### src/rtl/pipeline_mem_wb_if.sv
// Data-memory request/acknowledge bus between the MEM stage and data memory.
// The MEM stage is the master; the memory model or controller is the slave.
interface pipeline_mem_wb_if;
    logic        mem_req;
    logic        mem_we;
    logic [31:0] mem_addr;
    logic [31:0] mem_wdata;
    logic [31:0] mem_rdata;
    logic        mem_ack;

    modport master (
        output mem_req,
        output mem_we,
        output mem_addr,
        output mem_wdata,
        input  mem_rdata,
        input  mem_ack
    );

    modport slave (
        input  mem_req,
        input  mem_we,
        input  mem_addr,
        input  mem_wdata,
        output mem_rdata,
        output mem_ack
    );
endinterface

### src/rtl/pipeline_mem_wb.sv
// MEM stage and MEM/WB pipeline register: word load/store over a req/ack bus,
// an upstream stall while memory is busy, and misalignment/timeout error reporting.
module pipeline_mem_wb #(
    parameter int unsigned TIMEOUT = 16
) (
    input  logic                     clk,
    input  logic                     reset,
    input  logic [68:0]              EXMEM_data,
    input  logic [4:0]               EXMEM_control,
    pipeline_mem_wb_if.master        mem,
    output logic                     Stall,
    output logic [31:0]              EXMEM_Data,
    output logic [31:0]              MEMWB_Data,
    output logic [4:0]               MEMWB_AddrC,
    output logic                     MEMWB_RegWrite,
    output logic                     mem_err
);

    typedef enum logic [0:0] {
        ST_IDLE = 1'b0,
        ST_WAIT = 1'b1
    } state_t;

    localparam logic [7:0] LP_LIMIT = 8'(TIMEOUT - 32'd1);

    state_t      r_state;
    state_t      w_next;
    logic [7:0]  r_wcnt;
    logic [31:0] r_memwb_data;
    logic [4:0]  r_memwb_addrc;
    logic        r_memwb_rw;
    logic        r_err;

    logic [31:0] w_alu;
    logic [31:0] w_store;
    logic [4:0]  w_addrc;
    logic        w_regwrite;
    logic        w_memwrite;
    logic        w_memread;
    logic [1:0]  w_memtoreg;
    logic        w_memop;
    logic        w_misalign;
    logic        w_req;
    logic        w_stall;
    logic        w_abort;
    logic        w_wcnt_clr;
    logic        w_wcnt_inc;
    logic        w_load_sel;
    logic        w_misalign_err;

    assign w_alu      = EXMEM_data[68:37];
    assign w_store    = EXMEM_data[36:5];
    assign w_addrc    = EXMEM_data[4:0];
    assign w_regwrite = EXMEM_control[4];
    assign w_memwrite = EXMEM_control[3];
    assign w_memread  = EXMEM_control[2];
    assign w_memtoreg = EXMEM_control[1:0];

    assign w_memop        = w_memread | w_memwrite;
    assign w_misalign     = w_memop & (w_alu[1:0] != 2'b00);
    assign w_misalign_err = w_misalign & (r_state == ST_IDLE);
    assign w_load_sel     = w_memread & (w_memtoreg == 2'b01);

    // Next-state and handshake decode; an ack always beats the timeout limit.
    always_comb begin
        w_next     = r_state;
        w_req      = 1'b0;
        w_stall    = 1'b0;
        w_abort    = 1'b0;
        w_wcnt_clr = 1'b0;
        w_wcnt_inc = 1'b0;
        case (r_state)
            ST_IDLE: begin
                if (w_memop && !w_misalign) begin
                    w_req = 1'b1;
                    if (mem.mem_ack) begin
                        w_next = ST_IDLE;
                    end else begin
                        w_stall    = 1'b1;
                        w_next     = ST_WAIT;
                        w_wcnt_clr = 1'b1;
                    end
                end else begin
                    w_next = ST_IDLE;
                end
            end
            ST_WAIT: begin
                w_req = 1'b1;
                if (mem.mem_ack) begin
                    w_next = ST_IDLE;
                end else if (r_wcnt == LP_LIMIT) begin
                    w_abort = 1'b1;
                    w_next  = ST_IDLE;
                end else begin
                    w_stall    = 1'b1;
                    w_wcnt_inc = 1'b1;
                    w_next     = ST_WAIT;
                end
            end
            default: begin
                w_next = ST_IDLE;
            end
        endcase
    end

    // State, wait counter, MEM/WB register and sticky error flag.
    always_ff @(posedge clk) begin
        if (reset) begin
            r_state       <= ST_IDLE;
            r_wcnt        <= 8'd0;
            r_memwb_data  <= 32'd0;
            r_memwb_addrc <= 5'd0;
            r_memwb_rw    <= 1'b0;
            r_err         <= 1'b0;
        end else begin
            r_state <= w_next;
            if (w_wcnt_clr) begin
                r_wcnt <= 8'd0;
            end else if (w_wcnt_inc) begin
                r_wcnt <= r_wcnt + 8'd1;
            end else begin
                r_wcnt <= r_wcnt;
            end
            // Holding MEM/WB during a stall keeps forwarding and the repeated RF write valid.
            if (!w_stall) begin
                r_memwb_addrc <= w_addrc;
                r_memwb_rw    <= w_regwrite & ~w_abort & ~w_misalign;
                r_memwb_data  <= w_load_sel ? mem.mem_rdata : w_alu;
            end else begin
                r_memwb_addrc <= r_memwb_addrc;
                r_memwb_rw    <= r_memwb_rw;
                r_memwb_data  <= r_memwb_data;
            end
            if (w_misalign_err || w_abort) begin
                r_err <= 1'b1;
            end else begin
                r_err <= r_err;
            end
        end
    end

    assign mem.mem_req   = w_req & ~reset;
    assign mem.mem_we    = w_memwrite;
    assign mem.mem_addr  = w_alu;
    assign mem.mem_wdata = w_store;

    assign Stall          = w_stall & ~reset;
    assign EXMEM_Data     = w_alu;
    assign MEMWB_Data     = r_memwb_data;
    assign MEMWB_AddrC    = r_memwb_addrc;
    assign MEMWB_RegWrite = r_memwb_rw;
    assign mem_err        = r_err;

endmodule

### src/flat_wrapper.sv
// flat-port wrapper written by rule: the top's interface ports become plain ports
module pipeline_mem_wb_flat 
#(
    parameter int unsigned TIMEOUT = 16
)
  (clk, reset, EXMEM_data, EXMEM_control, Stall, EXMEM_Data, MEMWB_Data, MEMWB_AddrC, MEMWB_RegWrite, mem_err, mem_mem_req, mem_mem_we, mem_mem_addr, mem_mem_wdata, mem_mem_rdata, mem_mem_ack);
  pipeline_mem_wb_if mem_i ();
  input  logic clk;
  input  logic reset;
  input  logic [68:0] EXMEM_data;
  input  logic [4:0] EXMEM_control;
  output logic Stall;
  output logic [31:0] EXMEM_Data;
  output logic [31:0] MEMWB_Data;
  output logic [4:0] MEMWB_AddrC;
  output logic MEMWB_RegWrite;
  output logic mem_err;
  output wire logic [$bits(mem_i.mem_req)-1:0] mem_mem_req;
  output wire logic [$bits(mem_i.mem_we)-1:0] mem_mem_we;
  output wire logic [$bits(mem_i.mem_addr)-1:0] mem_mem_addr;
  output wire logic [$bits(mem_i.mem_wdata)-1:0] mem_mem_wdata;
  input wire logic [$bits(mem_i.mem_rdata)-1:0] mem_mem_rdata;
  input wire logic [$bits(mem_i.mem_ack)-1:0] mem_mem_ack;
  assign mem_mem_req = mem_i.mem_req;
  assign mem_mem_we = mem_i.mem_we;
  assign mem_mem_addr = mem_i.mem_addr;
  assign mem_mem_wdata = mem_i.mem_wdata;
  assign mem_i.mem_rdata = mem_mem_rdata;
  assign mem_i.mem_ack = mem_mem_ack;
  pipeline_mem_wb #(.TIMEOUT(TIMEOUT)) u_core (.clk(clk), .reset(reset), .EXMEM_data(EXMEM_data), .EXMEM_control(EXMEM_control), .mem(mem_i), .Stall(Stall), .EXMEM_Data(EXMEM_Data), .MEMWB_Data(MEMWB_Data), .MEMWB_AddrC(MEMWB_AddrC), .MEMWB_RegWrite(MEMWB_RegWrite), .mem_err(mem_err));
endmodule
### config.mk
export PLATFORM = sky130hd
export DESIGN_NAME = pipeline_mem_wb_flat
export DESIGN_NICKNAME = d
export VERILOG_FILES = /design/src/rtl/pipeline_mem_wb_if.sv /design/src/rtl/pipeline_mem_wb.sv /design/src/flat_wrapper.sv
export SDC_FILE = /design/constraint.sdc
export NUM_CORES = 1
export LEC_CHECK = 0
export CAP_MARGIN = 20
export CORE_MARGIN = 2
export CORE_UTILIZATION = 29
export CTS_CLUSTER_DIAMETER = 50
export DETAILED_ROUTE_END_ITERATION = 8
export PLACE_DENSITY = 0.77
export RECOVER_POWER = 25
export SYNTH_ARGS = -nofsm -noshare
export SYNTH_HDL_FRONTEND = slang
export SYNTH_SLANG_ARGS = --single-unit
### constraint.sdc
create_clock -name clk -period 1.58 [get_ports clk]
set_input_delay 0.158 -clock clk [delete_from_list [all_inputs] [get_ports clk]]
set_output_delay 0.158 -clock clk [all_outputs]
set_load 0.01 [all_outputs]
==> impl_metrics.ini <==
[logic_synthesis]
syn_inst = 328
synth_seq_area_share_pct = 32.7
yosysWarnings = 0
synth_nets = 438
synth_fa_ha_area_share_pct = 0.426
synth.area.mux_share_pct = 11.2
synthSimpleGateAreaFrac_pct = 6.18
synthDistinctLibCells = 34
synth_top_family_by_area = buffers and inverters
syn-cell-area_um2 = 2940
synthXorXnorAreaFrac_pct = 1.49
ys_ff_latch = 48
synth-compound-area-share_pct = 18.7
avgSynthCellArea_um2 = 8.96

[die]
dieWidth_um = 105
die_h_um = 105
start_util_pct = 29.9
core_um2 = 9820
die_area_um2 = 11000
io_pins = 247
std_cell_rows = 36

[status]
violations = setup timing
status = finished, violations left

[power]
clockPowerShare_pct = 23.8
cell_internal_pwr_uw = 2170
power_frac_comb_pct = 31.6
peakVddDrop_mv = 0.344
pwr-share-seq_pct = 44.6
p_sw_uw = 830
p_total_uw = 3000
power.leakage_uw = 0.00194
p_per_area_nw_per_um2 = 645
p_sw_share_pct = 27.7

[worst_setup_path]
path_cells = or4_4 > o21ai_4 > a21oi_2 > buf_2
critPathLaunchType = flip-flop
r2r_cells = 6
crit_path_max_fanout = 4
cp_slowest_cell = or4_4
slowest_delay_ps = 550
worstSetupPathType = flip-flop to output port
end_kind = output port
worstPathArrival_ps = 1660
worstPathRequired_ps = 1420

[worst_hold_path]
hold_class = primary input to output port
hold_depth = 0

[detailed_routing]
dr.pass1.iters = 6
drc = 0
totalWireLength_um = 9850
ant_nets = 0
vias = 2693
wl_per_cell_um = 17.3
drtIter0Drc = 56
vias_per_cell = 4.72

[grt]
grt_start_max_net_pins = 26
antenna_found_initial = 0
overflow = 0
grt_pass1_vias = 2701
grt_pass1_wl_um = 14400
track_usage_pct = 16.5

[layout]
layout_commonest_cell = clkdlybuf4s50_1
regArea_um2 = 962
nFillCells = 944
multiInputGateArea_um2 = 1290
num-nets-final = 547
area_growth_pct = 58.3
mostFrequentLayoutCells = clkdlybuf4s50_1 (178), dfxtp_1 (47), mux2i_1 (33)
drive_gt1_share_pct = 17.4
antenna_cells = 0

[sta]
slew_violations = 0
final.setup.tns_ps = -6590
rsz0062_at_grt = true
min_period_ps = 1820
finalSetupViolations = 43
hold_viol = 0
fin_skew_ps = 10.2
worst_slack_ps = -241
tightestPinTransition_ps = 438
slew-limit-headroom_pct = 70.8
timing.final.crit_share_pct = 115
max_freq_ghz = 0.549

[clocking]
clkLatencyLatePin_ps = 300
htreeDepth = 2
clk_pin_slew_ps = 90
cts_hold_buf = 0
clock_path_buffers = 2
cts-buffers-inserted = 5
cts_root_buffer = clkbuf_8
cts_tree = yes
cts_sinks = 48

[placed_design]
portBuffers = 182
hpwlAfterDp_um = 6760
place_congestion = 0.791

[run]
maxCapViolations = 0
[synthesized netlist by cell type]
cell,number,area [um2]
xor2_1,4,35.0
nand2b_1,1,6.26
o41ai_1,1,8.76
ha_1,1,12.5
nand2_1,6,22.5
nand4_1,4,25.0
nor2_1,10,37.5
or4_4,1,11.3
inv_1,3,11.3
xnor2_1,1,8.76
o21ai_0,2,10.0
a31o_2,4,35.0
nand3_1,3,15.0
buf_2,1,5.00
clkbuf_1,12,45.0
buf_4,102,766
nand3b_1,1,7.51
a21oi_1,40,200
dfxtp_1,48,961
o21ai_1,1,5.00
and3_1,3,18.8
o22ai_1,1,6.26
and2b_1,1,7.51
o21ai_4,1,16.3
buf_6,3,33.8
mux2i_1,33,330
o2111ai_1,1,8.76
nor3b_1,1,7.51
or3_1,1,6.26
a211oi_1,32,240
a21bo_2,1,10.0
nor3_1,2,10.0
o211ai_1,1,7.51
and2_1,1,6.26
[worst max-delay path, delay by kind of cell, from the launching register on]
kind / cells / cell delay [ps]
and+or+nand+nor: 1 / 550
AOI/OAI and AO/OA: 2 / 320
buffers and inverters: 1 / 160
DFF: 1 / 330
[metrics by stage]
stage,cells,hold slack (ps),area [um2],utilization [%],setup slack [ps]
2_1_floorplan,328,303,2940,-,-111
3_3_place_gp,552,316,4290,43.7,-404
3_5_place_dp,552,316,4290,43.7,-431
4_1_cts,566,316,4470,45.5,-227
6_report,570,316,4650,47.4,-241
5_1_grt,570,316,4650,47.4,-287
[power groups by stage]
stage | Clock [uW] | Combinational, uW | Sequential, uW
floorplan | 0 | 454 | 1400
global placement | 0 | 883 | 1360
detailed placement | 0 | 898 | 1360
CTS | 729 | 930 | 1340
global route | 778 | 1000 | 1350
finish | 712 | 948 | 1340
[worst paths after layout]
check | endpoint | from | slack, ps
worst min-delay path | mem_mem_wdata[31] | EXMEM_data[36] | 320
worst max-delay path | Stall | u_core.r_wcnt[4]$_SDFFE_PP0P_ | -240
worst min register to register | u_core.MEMWB_RegWrite$_SDFFE_PP0N_ | u_core.MEMWB_RegWrite$_SDFFE_PP0N_ | 490
worst max register to register | u_core.MEMWB_AddrC[1]$_SDFFE_PP0N_ | u_core.r_wcnt[4]$_SDFFE_PP0P_ | -220
[layout make-up]
type                       instances  area share (%)
sequential                        48            20.7
inverter                           3           0.242
tap                              133            3.58
clock buffer                       6            1.56
multi-input combinational        166            27.7
timing repair buffer             213            46.1
clock inverter                     1           0.108
[metal layers]
metal  vias up  wire length [um]  global-route usage, %
li1       1286                 -                      -
met1      1273              3740                   17.8
met4         0                99                   3.52
met5         -                 0                      0
met3        15               701                   4.05
met2       119              5310                   32.1
[cell families after synthesis]
kind of cell | Yosys count
buffers and inverters | 121
AO/OA/AOI/OAI | 85
flip-flops | 48
XOR/XNOR | 5
AND/OR/NAND/NOR | 35
multiplexers | 33
adder cells (fa/ha/maj) | 1
[registers in the layout, summed over array words and instances (netlist names)]
signal and flops:
u_core.mem_err 1, u_core.MEMWB_Data 32, u_core.r_state 1, u_core.MEMWB_RegWrite 1, u_core.r_wcnt 8, u_core.MEMWB_AddrC 5
[what timing repair did]
item                       CTS  global route
setup buffers                2             0
resized for setup           17            27
setup endpoints to repair   44            43
pin swaps                    4            15
gates cloned                 6             4
No activity file was read; power rests on OpenSTA's default activity.
